### src/rtl/alu_pipe.sv
// Handshaked ALU: single-cycle ADD/SUB/MUL and an N-cycle restoring divider.
// One operation in flight; the result is held in DONE until the consumer takes it.
module alu_pipe #(
  parameter int unsigned N = 4
) (
  input  logic           clk,
  input  logic           reset,
  input  logic           in_valid,
  output logic           in_ready,
  input  logic [1:0]     op_code,
  input  logic [N-1:0]   inp1,
  input  logic [N-1:0]   inp2,
  output logic           out_valid,
  input  logic           out_ready,
  output logic [2*N-1:0] outp,
  output logic           err,
  output logic           busy
);

  localparam int unsigned CW = $clog2(N);

  typedef enum logic [1:0] {StIdle, StDiv, StDone} state_e;

  state_e         state_q;
  logic [N-1:0]   rem_q;
  logic [N-1:0]   quo_q;
  logic [N-1:0]   dvs_q;
  logic [CW-1:0]  cnt_q;

  logic           accept;
  logic [N:0]     sum;
  logic [N:0]     diff;
  logic [2*N-1:0] prod;
  logic [N:0]     rem_shift;
  logic [N:0]     trial;
  logic [N-1:0]   rem_next;
  logic [N-1:0]   quo_next;

  always_comb begin
    in_ready  = !reset && ((state_q == StIdle) || ((state_q == StDone) && out_ready));
    accept    = in_valid && in_ready;
    sum       = {1'b0, inp1} + {1'b0, inp2};
    // Bit N of the wide difference is the borrow.
    diff      = {1'b0, inp1} - {1'b0, inp2};
    prod      = {{N{1'b0}}, inp1} * {{N{1'b0}}, inp2};
    // Restoring step: shift in the next dividend bit, subtract if it fits.
    rem_shift = {rem_q, quo_q[N-1]};
    trial     = rem_shift - {1'b0, dvs_q};
    rem_next  = trial[N] ? rem_shift[N-1:0] : trial[N-1:0];
    quo_next  = {quo_q[N-2:0], ~trial[N]};
  end

  always_ff @(posedge clk) begin
    if (reset) begin
      state_q   <= StIdle;
      outp      <= '0;
      out_valid <= 1'b0;
      err       <= 1'b0;
      busy      <= 1'b0;
      rem_q     <= '0;
      quo_q     <= '0;
      dvs_q     <= '0;
      cnt_q     <= '0;
    end else begin
      case (state_q)
        StDiv: begin
          rem_q <= rem_next;
          quo_q <= quo_next;
          cnt_q <= cnt_q + 1'b1;
          if (cnt_q == CW'(N - 1)) begin
            state_q   <= StDone;
            busy      <= 1'b0;
            out_valid <= 1'b1;
            outp      <= {rem_next, quo_next};
          end
        end
        default: begin
          if (accept) begin
            state_q   <= StDone;
            out_valid <= 1'b1;
            err       <= 1'b0;
            unique case (op_code)
              2'b00: outp <= {{(N-1){1'b0}}, sum};
              2'b01: outp <= {{(N-1){1'b0}}, diff};
              2'b10: outp <= prod;
              2'b11: begin
                if (inp2 == '0) begin
                  outp <= {inp1, {N{1'b1}}};
                  err  <= 1'b1;
                end else begin
                  state_q   <= StDiv;
                  busy      <= 1'b1;
                  out_valid <= 1'b0;
                  rem_q     <= '0;
                  quo_q     <= inp1;
                  dvs_q     <= inp2;
                  cnt_q     <= '0;
                end
              end
            endcase
          end else if ((state_q == StDone) && out_ready) begin
            state_q   <= StIdle;
            out_valid <= 1'b0;
          end
        end
      endcase
    end
  end

endmodule

### config.mk
export PLATFORM = sky130hd
export DESIGN_NAME = alu_pipe
export DESIGN_NICKNAME = d
export VERILOG_FILES = /design/src/rtl/alu_pipe.sv
export SDC_FILE = /design/constraint.sdc
export NUM_CORES = 1
export LEC_CHECK = 0
export CAP_MARGIN = 20
export CORE_UTILIZATION = 45
export CTS_CLUSTER_SIZE = 30
export DETAILED_ROUTE_END_ITERATION = 10
export PLACE_DENSITY = 0.67
export SYNTH_ARGS = -nofsm -noshare
export SYNTH_HDL_FRONTEND = slang
export SYNTH_SLANG_ARGS = --single-unit
### constraint.sdc
create_clock -name clk -period 4 [get_ports clk]
set_input_delay 0.6 -clock clk [delete_from_list [all_inputs] [get_ports clk]]
set_output_delay 0.6 -clock clk [all_outputs]
set_load 0.05 [all_outputs]
==> qor_table.md <==
| Stage | Parameter | Value |
|:---|:---|:---|
| sta | Timing-limited maximum frequency | 285 MHz |
| sta | Fin crit share | 87.7% |
| power | Power dissipated by switching net loads | 214 µW |
| yosys | Count of flip-flops with a built-in enable after synthesis | 0 |
| floorplan | Number of core rows | 24 |
| clock tree | Worst-path clk slew | 0.08 ns |
| yosys | Synth cell count leaders | 36 x sky130_fd_sc_hd__nand2_1, 26 x sky130_fd_sc_hd__dfxtp_1, 23 x sky130_fd_sc_hd__ha_1 |
| yosys | Sequential cell area fraction in the yosys report | 25.6% |
| worst setup path | Launching point of the worst reg2reg path | quo_q[3] |
| sta | Setup clock skew after layout | 0.00253 ns |
| finish | Filler cell count | 425 |
| worst setup path | Reg2reg end | outp[5] |
| clock tree | Insertion delay of the later-clocked pin in the worst-skew pair | 0.26 ns |
| place | HPWL after detailed placement | 3590 µm |
| clock tree | Number of setup buffers added after CTS | 0 |
| min path | Type of the tightest min-delay check | reg -> reg |
| worst setup path | Startpoint kind of the worst setup timing path | primary input |
| clock tree | TritonCTS clock tree | built |
| drt | Length of the first detailed-routing pass in iterations | 4 |
| clock tree | Clock Tree Root | sky130_fd_sc_hd__clkbuf_8 |
| sta | Final setup vio count | 0 |
| drt | Total via count after detailed routing | 1738 |
| finish | Area overhead of the layout relative to synthesis | 17.7% |
| power | Reported leakage power | 0.983 nW |
| global route | Final global-route overflow total | 0 |
| worst setup path | Largest stage delay on the critical path | 0.59 ns |
| finish | Fraction of layout instances using a drive strength above 1 | 8.89% |
| finish | Antenna diode instance count | 0 |
| finish | Utilization after layout | 55.0% |
| worst setup path | Critical-path maximum fanout | 7 |
| sta | Slew Viols, Final | 0 |
| global route | Total track usage | 19.8% |
| yosys | Leading cell types by total area after synthesis | sky130_fd_sc_hd__dfxtp_1 26%, sky130_fd_sc_hd__ha_1 14%, sky130_fd_sc_hd__nand2_1 6.6%, sky130_fd_sc_hd__fa_1 5.9%, sky130_fd_sc_hd__a21oi_1 4.2% |
| place | Gp weighted congestion | 0.882 |
| floorplan | Die Height | 69.2 µm |
| drt | Via density | 5.40 |
| drt | DRT iter0 DRCs | 102 |
| clock tree | Inserted Clock Buffers | 3 |
| yosys | Async S/R FF share, synth | 0% |
| yosys | Number of distinct library cells after synthesis | 43 |
| worst setup path | Capture point of the worst path | outp[7] |
| worst setup path | CP Class | in -> reg |
| floorplan | Area of the core | 4350 µm² |
| yosys | Synth Net Count | 286 |
| floorplan | Area of the die | 4790 µm² |
| sta | Fin crit period | 3.51 ns |
| drt | Routed WL per cell | 13.8 µm |
| power | Combinational Power Share | 35.2% |
| worst setup path | Ordered cell list for the critical path | clkdlybuf4s50_1 > nand2_1 > fa_1 > inv_1 > fa_1 > ha_1 > a21o_1 > nand4_1 > and4_1 > o31ai_1 > nand3_1 > a311oi_1 |
| floorplan | Die X | 69.2 µm |
| sta | RSZ-0062 raised after global routing | false |
| floorplan | Initial core utilization | 46.7% |
| global route | Largest net degree at the start of global routing | 21 |
| yosys | Most used flip-flop cell after synthesis | sky130_fd_sc_hd__dfxtp_1 |
| yosys | Avg Inst Size Synth | 8.37 µm² |
| global route | Vias in the first global route | 1617 |
| yosys | Area of the mapped netlist | 2030 µm² |
| worst setup path | Critical Path Sink Type | flip-flop |
| flow run | Max_cap viols | 0 |
| floorplan | Top Ports | 26 |
| yosys | Number of warnings issued by yosys | 0 |
| clock tree | Post-cts resize count | 0 |
| sta | Fin Setup TNS | 0 ns |
| sta | Pin slew with the least headroom to its limit | 0.959 ns |
| power | Internal power summed over all cells | 434 µW |
| power | Net Sw Frac | 33.1% |
| status | Run status | finished, final reports clean |
| worst setup path | Slowest cell on the critical path | sky130_fd_sc_hd__clkdlybuf4s50_1 |
| clock tree | CTS Hold Buffers Added | 0 |
| drt | Antenna-violating nets left | 0 |
| clock tree | Clk sinks | 26 |
| clock tree | Maximum level of the CTS H-tree | 1 |
| worst setup path | Required arrival time at the worst endpoint | 4.18 ns |
| yosys | Post-synthesis register bit count | 26 |
| worst setup path | Depth of the worst register-to-register path | 10 |
| worst setup path | Cell seen most often among critical-path stages | sky130_fd_sc_hd__fa_1 |
| yosys | Number of instances in the synthesized netlist | 243 |
| worst setup path | Critical path arrival | 3.69 ns |
| place | Count of input and output buffers | 25 |
| drt | Number of design rule violations left after detail routing | 0 |
| worst setup path | Reg-to-reg slack, setup | 1.70 ns |
| sta | Headroom to the max-slew limit | 35.9% |
| drt | Final wirelength | 4450 µm |
| sta | Final hold violation count | 0 |
| yosys | Top-area cell type share of the netlist area | 25.6% |
| yosys | Dominant cell type by area after synthesis | sky130_fd_sc_hd__dfxtp_1 |
| global route | Global-route wire length before repair | 7710 µm |
| power | Sequential share of power | 42.6% |
| yosys | Most common cell in the synthesized netlist | sky130_fd_sc_hd__nand2_1 |
| global route | Antenna violations before repair | 0 |
| finish | Number of nets in the layout | 315 |
| power | Clock share of power | 22.3% |
| clock tree | Deepest clock path buffer count | 2 |
| power | VDD IR max | 126 µV |
| worst setup path | Origin of the worst setup path | inp1[2] |
| power | Pwr per Cell Area | 271 nW/µm² |
## cell families (layout without fill, tap and decap cells)
family,after synthesis,after routing,synth area share (%)
flip-flops,26,26,25.6
AO/OA/AOI/OAI,56,56,20.3
buffers and inverters,32,59,7.38
multiplexers,4,4,2.09
XOR/XNOR,11,11,5.10
AND/OR/NAND/NOR,85,85,19.5
adder cells (fa/ha/maj),29,29,20.0
## worst max-delay path, delay by kind of cell
kind | cells | cell delay [ns]
AND/OR/NAND/NOR | 4 | 0.55
buffers and inverters | 2 | 0.65
adder cells (fa/ha/maj) | 3 | 1.29
AO/OA/AOI/OAI | 3 | 0.60
## flip-flops by register name (all words and copies together), names as in the netlist
signal / count
state_q: 1
cnt_q: 2
dvs_q: 4
outp: 8
busy: 1
rem_q: 4
out_valid: 1
quo_q: 4
err: 1
## how the worst min path moves through the flow
| stage | from | endpoint | slack [ns] | depth (start not counted) |
|---|---|---|---|---|
| after global placement | dvs_q[3] | dvs_q[3] | 0.45 | 2 |
| final | dvs_q[2] | dvs_q[2] | 0.47 | 2 |
| after floorplan | dvs_q[1] | dvs_q[1] | 0.44 | 2 |
| after detailed placement | dvs_q[2] | dvs_q[2] | 0.46 | 2 |
| after CTS | dvs_q[2] | dvs_q[2] | 0.47 | 2 |
| after global routing | quo_q[1] | quo_q[1] | 0.50 | 2 |
## layout by cell type (no fill, tap or decap), types with 5 or more instances in the layout
master | Yosys | final
sky130_fd_sc_hd__ha_1 | 23 | 23
sky130_fd_sc_hd__buf_4 | 0 | 10
sky130_fd_sc_hd__fa_1 | 6 | 6
sky130_fd_sc_hd__clkdlybuf4s50_1 | 0 | 25
sky130_fd_sc_hd__a31oi_1 | 5 | 5
sky130_fd_sc_hd__and2_1 | 12 | 12
sky130_fd_sc_hd__inv_1 | 21 | 21
sky130_fd_sc_hd__nand2_1 | 36 | 36
sky130_fd_sc_hd__a21oi_1 | 17 | 17
sky130_fd_sc_hd__dfxtp_1 | 26 | 26
sky130_fd_sc_hd__a311oi_1 | 6 | 6
sky130_fd_sc_hd__xor2_1 | 5 | 5
sky130_fd_sc_hd__xnor2_1 | 5 | 5
sky130_fd_sc_hd__nor2_1 | 22 | 22
sky130_fd_sc_hd__a21o_1 | 5 | 5
## cell type report
cell class,instances,area (µm²),share of cell area [%]
Timing Repair Buffer,35,325,13.6
Tap cell,52,65.1,2.72
Clock buffer,3,41.3,1.72
Inverter,21,78.8,3.29
Multi-Input combinational cell,185,1360,56.9
Sequential cell,26,520,21.7
## power groups by stage
stage                     clock (mW)  combinational [mW]  sequential (mW)
after global placement             0               0.227            0.282
final                          0.144               0.228            0.276
after CTS                      0.148               0.230            0.276
after floorplan                    0               0.137            0.305
after detailed placement           0               0.228            0.282
after global routing           0.161               0.254            0.277
## layer usage
| layer | track usage [%] | vias up | share of wire (%) |
|---|---|---|---|
| met3 | 2.18 | 4 | 3.5 |
| met1 | 29.0 | 805 | 50 |
| li1 | - | 895 | - |
| met2 | 31.3 | 34 | 46 |
| met4 | 4.08 | 0 | 0.67 |
| met5 | 0 | - | 0 |
## stage by stage
stage | area, µm² | hold slack, ns | std cells | power [mW] | worst slack, ns
2_1_floorplan | 2030 | 0.436 | 243 | 0.442 | 0.665
3_3_place_gp | 2350 | 0.445 | 319 | 0.508 | 0.301
3_5_place_dp | 2350 | 0.458 | 319 | 0.510 | 0.226
4_1_cts | 2390 | 0.470 | 322 | 0.654 | 0.498
5_1_grt | 2390 | 0.498 | 322 | 0.692 | 0.261
6_report | 2390 | 0.469 | 322 | 0.648 | 0.492
Power figures use the tool's default switching activity.
